`config.mk`:
```
export PLATFORM = sky130hd
export DESIGN_NAME = imm_extend_pipe
export DESIGN_NICKNAME = d
export VERILOG_FILES = /design/src/rtl/imm_extend_pipe.sv
export SDC_FILE = /design/constraint.sdc
export NUM_CORES = 1
export LEC_CHECK = 0
export ABC_AREA = 0
export BUFFER_PORTS_ARGS = -buffer_cell sky130_fd_sc_hd__buf_2
export CORE_UTILIZATION = 40
export DETAILED_ROUTE_END_ITERATION = 16
export MAX_ROUTING_LAYER = met4
export PLACE_DENSITY = 0.72
export RECOVER_POWER = 100
export SETUP_SLACK_MARGIN = 0.05
export SLEW_MARGIN = 20
export SYNTH_ARGS = -nofsm -noshare
export SYNTH_HDL_FRONTEND = slang
export SYNTH_SLANG_ARGS = --single-unit
```
`constraint.sdc`:
```
create_clock -name clk_i -period 4.1 [get_ports clk_i]
set_input_delay 0.205 -clock clk_i [delete_from_list [all_inputs] [get_ports clk_i]]
set_output_delay 0.205 -clock clk_i [all_outputs]
set_load 0.05 [all_outputs]
```
`src/rtl/imm_extend_pipe.sv`:
```
// imm_extend_pipe: registered sign/zero/upper immediate extend plus 0..3 left shift behind a 2-entry skid.
// Optional IMM_EXT_ERR_EN: mode 11 beats carry data_o=0 and err_o=1.
module imm_extend_pipe #(
  parameter int IN_W  = 16,
  parameter int OUT_W = 32,
  parameter int TAG_W = 5
)(
  input  logic             clk_i,
  input  logic             rst_i,
  input  logic             valid_i,
  output logic             ready_o,
  input  logic [IN_W-1:0]  data_i,
  input  logic [1:0]       mode_i,
  input  logic [1:0]       sh_i,
  input  logic [TAG_W-1:0] tag_i,
  output logic             valid_o,
  input  logic             ready_i,
  output logic [OUT_W-1:0] data_o,
  output logic [TAG_W-1:0] tag_o,
  output logic             err_o
);
  localparam int BW = OUT_W + TAG_W + 1;
  localparam logic [1:0] EMPTY = 2'd0, ONE = 2'd1, TWO = 2'd2;
  logic [1:0]       r_state;
  logic [BW-1:0]    r_out, r_skid, w_beat;
  logic [OUT_W-1:0] w_sign, w_zero, w_upper, w_ext;
  logic             w_err, w_acc, w_drain;
  generate
    if (OUT_W == IN_W) begin : g_pass
      assign w_sign  = data_i;
      assign w_zero  = data_i;
      assign w_upper = data_i;
    end else begin : g_ext
      assign w_sign  = {{(OUT_W-IN_W){data_i[IN_W-1]}}, data_i};
      assign w_zero  = {{(OUT_W-IN_W){1'b0}}, data_i};
      assign w_upper = {data_i, {(OUT_W-IN_W){1'b0}}};
    end
  endgenerate
`ifdef IMM_EXT_ERR_EN
  assign w_err = &mode_i;
`else
  assign w_err = 1'b0;
`endif
  always_comb w_ext = w_err ? '0 : mode_i == 2'b01 ? w_zero : mode_i == 2'b10 ? w_upper : w_sign;
  assign w_beat  = {w_err, tag_i, w_ext << sh_i};
  assign ready_o = r_state != TWO;
  assign valid_o = r_state != EMPTY;
  assign w_acc   = valid_i & ready_o;
  assign w_drain = valid_o & ready_i;
  assign {err_o, tag_o, data_o} = r_out;
  // state encodes occupancy, so it simply tracks accepts minus drains
  always_ff @(posedge clk_i) begin
    if (rst_i) begin
      r_state <= EMPTY;
      r_out   <= '0;
    end else begin
      r_state <= r_state + {1'b0, w_acc} - {1'b0, w_drain};
      if (w_acc && (r_state == EMPTY || w_drain)) r_out <= w_beat;
      else if (r_state == TWO && w_drain) r_out <= r_skid;
    end
  end
  always_ff @(posedge clk_i)
    if (w_acc && r_state == ONE && !w_drain) r_skid <= w_beat;
endmodule

```
**Yosys cells after proc, flatten, opt, wreduce, memory -nomap -nowiden**

Index checks and enable logic that the tools add are counted.
Widths: inputs -> output; s select.

- Bits in registers: 76
- Input port bits: 29
- Output and inout port bits: 40

- Add/subtract/negate cells: 2
- Eq/ne operators: 5
- Shifts and indexed selects: 1
- Multiplexer cells: 4
- Bitwise logic cells: 2
- Reduce and logical (&&, ||, !) cells: 9

Operators with widths:

| kind | number |
|---|---|
| $mux 37 | 2 |
| $mux 32 | 1 |
| $shl 32x2->32 | 1 |
| $mux 31 | 1 |
| $eq 2x1->1 const B | 2 |
| $eq 2x2->1 const B | 2 |
| $logic_and 1x1->1 | 4 |
| $reduce_bool 2->1 | 2 |
| $add 2x1->2 | 1 |
| $and 1x1->1 | 2 |
| $logic_not 2->1 | 1 |
| $ne 2x2->1 const B | 1 |
| $sub 2x1->2 | 1 |
| $logic_not 1->1 | 1 |
| $logic_or 1x1->1 | 1 |

**Logic depth before layout (Yosys ltp)**

- Depth in word-level cells: 5
- Gate-level depth with buffers: 9
- Depth with buffers taken out: 9

**Worst setup path after synthesis**

No wires, ideal clock.

- Kind: reg-to-reg
- Start point: register r_state[1]
- End point: register r_skid[0] (enable)
- Arrival time: 3968 ps
- Required time: 3575 ps
- Slack: -393 ps
- Cell stages (with the launch flop): 2
- Path buffers: 0
- Clock period less this slack: 4493 ps
- Path through: dfxtp_1 -> nor4bb_1

- Longest elaborated chain between the ends: 4
- Elaborated cells on any way between the ends: 8
- Those cells by class: eq/ne (2); bitwise (2); reduce/logical (4)

RTL lines:

| element | line | RTL |
|---|---|---|
| from (decl) | 24 | `logic [1:0] r_state;` |
| from (signal assigned) | 57 | `r_state <= r_state + {1'b0, w_acc} - {1'b0, w_drain};` |
| $ne 2x2->1 / $reduce_bool 2->1 (equally long branches) | 46, 47 |  |
| $and 1x1->1, on equally long branches | 48, 49 |  |
| $logic_and 1x1->1 / $logic_not 1->1 (equally long branches) | 63 | `if (w_acc && r_state == ONE && !w_drain) r_skid <= w_beat;` |
| $logic_and 1x1->1 (*) | 63 |  |
| to (signal assigned) | 63 |  |
| to (decl) | 25 | `logic [BW-1:0] r_out, r_skid, w_beat;` |

Mark *: on every way between the ends. The rest lies on a longest branch, timed or not.
A chain may end at the register's enable or synchronous reset.

**Worst setup path in the final report**

- Start point: register r_state[1]
- End point: register r_out[24]

- Longest elaborated chain between the ends: 5
- Elaborated cells on any way between the ends: 11
- Those cells by class: eq/ne (2); mux (1); bitwise (2); reduce/logical (6)

RTL lines:

| element | line | RTL |
|---|---|---|
| $reduce_bool 2->1 | 47 | `assign valid_o = r_state != EMPTY;` |
| $and 1x1->1 | 49 | `assign w_drain = valid_o & ready_i;` |
| $logic_or 1x1->1 | 58 | `if (w_acc && (r_state == EMPTY \|\| w_drain)) r_out <= w_beat;` |
| $logic_and 1x1->1 | 58 |  |
| $mux 37 / $reduce_bool 2->1 (equally long branches) | - |  |
| to (signal assigned) | 58 |  |
| to (signal assigned) | 59 | `else if (r_state == TWO && w_drain) r_out <= r_skid;` |
| to (decl) | 25 |  |

Several ways; a longest one is shown, not always the timed one.

==> reports/summary.txt <==
Antenna Nets Post-Route: 0
leading post-synthesis cells by cell area: edfxtp_1, dfxtp_1, nand2_1
share of the synthesized area in the top cell type: 0.293
gpl congestion: 0.814
All-Layer GR Usage: 0.193
HP Start: tag_i[1]
Worst Skew: 8.08 ps
first-pass GRT wire length: 14,400 um
final period demand of the worst path: 2790 ps
Sw Ratio: 0.412
Max Slew Vio Count: 38
fraction of registers with async set/reset: 0
compound-cell area share of the yosys netlist: 0.168
Worst EP arrival: 3020 ps
later-pin clock latency in the skew report: 340 ps
Startpoint Class: flop
status: complete, but fails checks
Core Rows: 35
H-tree lvl count: 3
clock group share of total power: 0.241
violated checks: capacitance limit, slew limit
largest family of logic cells by synthesized area: compound AO/OA/AOI/OAI gates
final setup violation count: 0
Initial Utilization: 0.412
fill cell count: 887
leakage power: 1.52 nW
CTS max path bufs: 2
hold_buf cts: 0
Ys Warns: 0
Worst Hold Endpoint: r_skid[33]$_DFFE_PP_
Comb pwr share: 0.375
Slowest-stage cell, CP: clkbuf_1
CP required: 4330 ps
root buffer cell: clkbuf_8
largest net degree at the start of global routing: 40
final core utilization: 0.465
CP max stage delay: 990 ps
Synth Cell Area: 0.00379 mm2
worst ir drop on vdd: 193 uV
GR Overflow Total: 0
DRT iter0 DRCs: 190
DP Wirelength: 5920 um
Switching Power: 1.08 mW
Die Y: 99.4 um
pwr dens: 614 mW/mm2
CTS tree: built
most used flip-flop cell after synthesis: dfxtp_1
Worst Setup End Kind: flop
TritonCTS Sinks: 76
CP Class: reg -> reg
Max Freq: 359 MHz
Total Nets Final: 436
via density per instance: 5.80
placed cells: 505
post-synthesis adder-cell area fraction: 0.00660
Post-synth top cells: nand2_1, dfxtp_1, edfxtp_1
Tcrit/Tclk final: 0.680
CP max FO: 31
post-synthesis mux area share: 0.104
sequential power share: 0.384
final std cells w/o fill: 521
DRT Pass-1 Iters: 4
syn nets: 388
IO Pins: 69
count leader, synth: nand2_1
Rel. slew slack: -0.407
post-CTS sizing: 0
RSZ-0062 raised after global routing: no
Layout Area Growth over Synthesis: 12.8%
CTS Buf Count: 9
register area share after synthesis: 0.499
R2R Path Start: r_state[1]$_SDFF_PP0_
Synth Area in Simple Gates: 0.157
Yosys cell types: 50
internal cell power: 1.54 mW
Crit path top cell by count: nor2_1
Post-synth EDFFs: 37
r2r setup slk: 1310 ps
Fin. Hold Viols: 0
Die X: 99.4 um
ordered cell list for the critical path: nor2_1, o21ai_4, clkbuf_1, nor2_1, a311oi_1
setup TNS: 0 ps
routed wire length: 8890 um
share of cells above drive strength 1: 0.132
WL/cell: 17.1 um
Synth area leader: edfxtp_1
Slew @ Worst Pin: 2110 ps
antenna cell count: 0
R2R Path End: r_out[24]$_SDFFE_PP0P_
vias in the first global route: 2,801
Max-cap violations: 1
synthesis-stage register bit count: 76
R2R cell count: 5
vias: 3,023
# DRC: 0
Die Area: 0.00987 mm2
HP Class: in -> reg
initial antenna violation count: 0
input/output buffers: 67
average cell area after synthesis: 10.6 um2
cells after synthesis: 357
hold depth: 1
postcts setup bufs: 0
Clock transition at path regs: 80 ps
Core ar.: 0.00920 mm2
post-synthesis xor/xnor area fraction: 0.00693
==> critical path, delay by kind of cell, from the launching register on <==
family,cells,cell delay (ps)
buffers and inverters,1,990
DFF,1,470
and+or+nand+nor,2,240
AOI/OAI and AO/OA,2,960
==> cells by family (layout without fill, tap and decap cells) <==
family / count (synthesis) / after routing
AO/OA/AOI/OAI: 84 / 84
XOR/XNOR: 3 / 3
adder cells (fa/ha/maj): 2 / 2
buffers and inverters: 39 / 92
flip-flops: 76 / 76
multiplexers: 19 / 19
other: 1 / 1
AND/OR/NAND/NOR: 133 / 133
==> worst max path at each step <==
stage                                from                      to  cells after the start
floorplan           r_state[1]$_SDFF_PP0_     r_skid[0]$_DFFE_PP_                      1
global placement    r_state[1]$_SDFF_PP0_  r_out[28]$_SDFFE_PP0P_                      5
detailed placement  r_state[1]$_SDFF_PP0_  r_out[25]$_SDFFE_PP0P_                      5
CTS                 r_state[1]$_SDFF_PP0_  r_out[24]$_SDFFE_PP0P_                      5
global route        r_state[1]$_SDFF_PP0_  r_out[25]$_SDFFE_PP0P_                      5
finish              r_state[1]$_SDFF_PP0_  r_out[24]$_SDFFE_PP0P_                      5
==> placed cells by master, fill, tap and decap left out, types with 3 or more instances in the layout <==
cell,synthesis,final
mux4_2,4,4
edfxtp_1,37,37
buf_2,13,24
clkinvlp_4,0,3
nor2_1,36,36
a211oi_1,13,13
nand2_1,64,64
clkbuf_8,0,10
clkbuf_1,13,45
mux2i_1,3,3
mux4_1,9,9
a311oi_1,19,19
a31oi_1,6,6
a221oi_1,3,3
a22o_1,11,11
a21oi_1,14,14
inv_1,5,5
nand2b_1,3,3
dfxtp_1,39,39
o21ai_0,4,4
and2_0,0,14
o21a_1,6,6
==> power groups by stage <==
stage / registers, mW / clock network [mW] / logic (mW)
2_1_floorplan: 1.34 / 0 / 0.465
3_3_place_gp: 1.02 / 0 / 0.997
3_5_place_dp: 1.02 / 0 / 1.02
4_1_cts: 1.01 / 0.650 / 1.03
5_1_grt: 1.03 / 0.683 / 1.06
6_report: 1.01 / 0.634 / 0.985
==> metal layers <==
layer  up-vias  routed length, um  track usage
met5         -                  0            -
met4         0                163       0.0701
met3        16                553       0.0302
met2       122               4150        0.299
met1      1480               4030        0.256
li1       1405                  -            -
==> registers in the layout, summed over array words and instances (netlist names) <==
name and flops:
r_state 2, r_out 37, r_skid 37
==> stage by stage <==
stage / power [mW] / cell area (um2) / worst slack (ps) / hold slack (ps)
after floorplan: 1.81 / 3800 / 1020 / 304
after global placement: 2.02 / 4120 / 2070 / 403
after detailed placement: 2.04 / 4120 / 1920 / 400
after CTS: 2.68 / 4350 / 1910 / 42.1
after global routing: 2.77 / 4280 / 1000 / 36.2
final: 2.63 / 4280 / 1310 / 54.9
==> cell type report <==
| cell class | count | area (um2) | area share |
|---|---|---|---|
| clock inverter | 6 | 87.6 | 0.0205 |
| sequential | 76 | 1890 | 0.442 |
| clock buffer | 10 | 138 | 0.0322 |
| tap | 111 | 139 | 0.0325 |
| multi-input combinational | 242 | 1700 | 0.397 |
| inverter | 5 | 18.8 | 0.00439 |
| timing repair buffer | 71 | 304 | 0.0711 |
No activity file was read; power rests on OpenSTA's default activity.
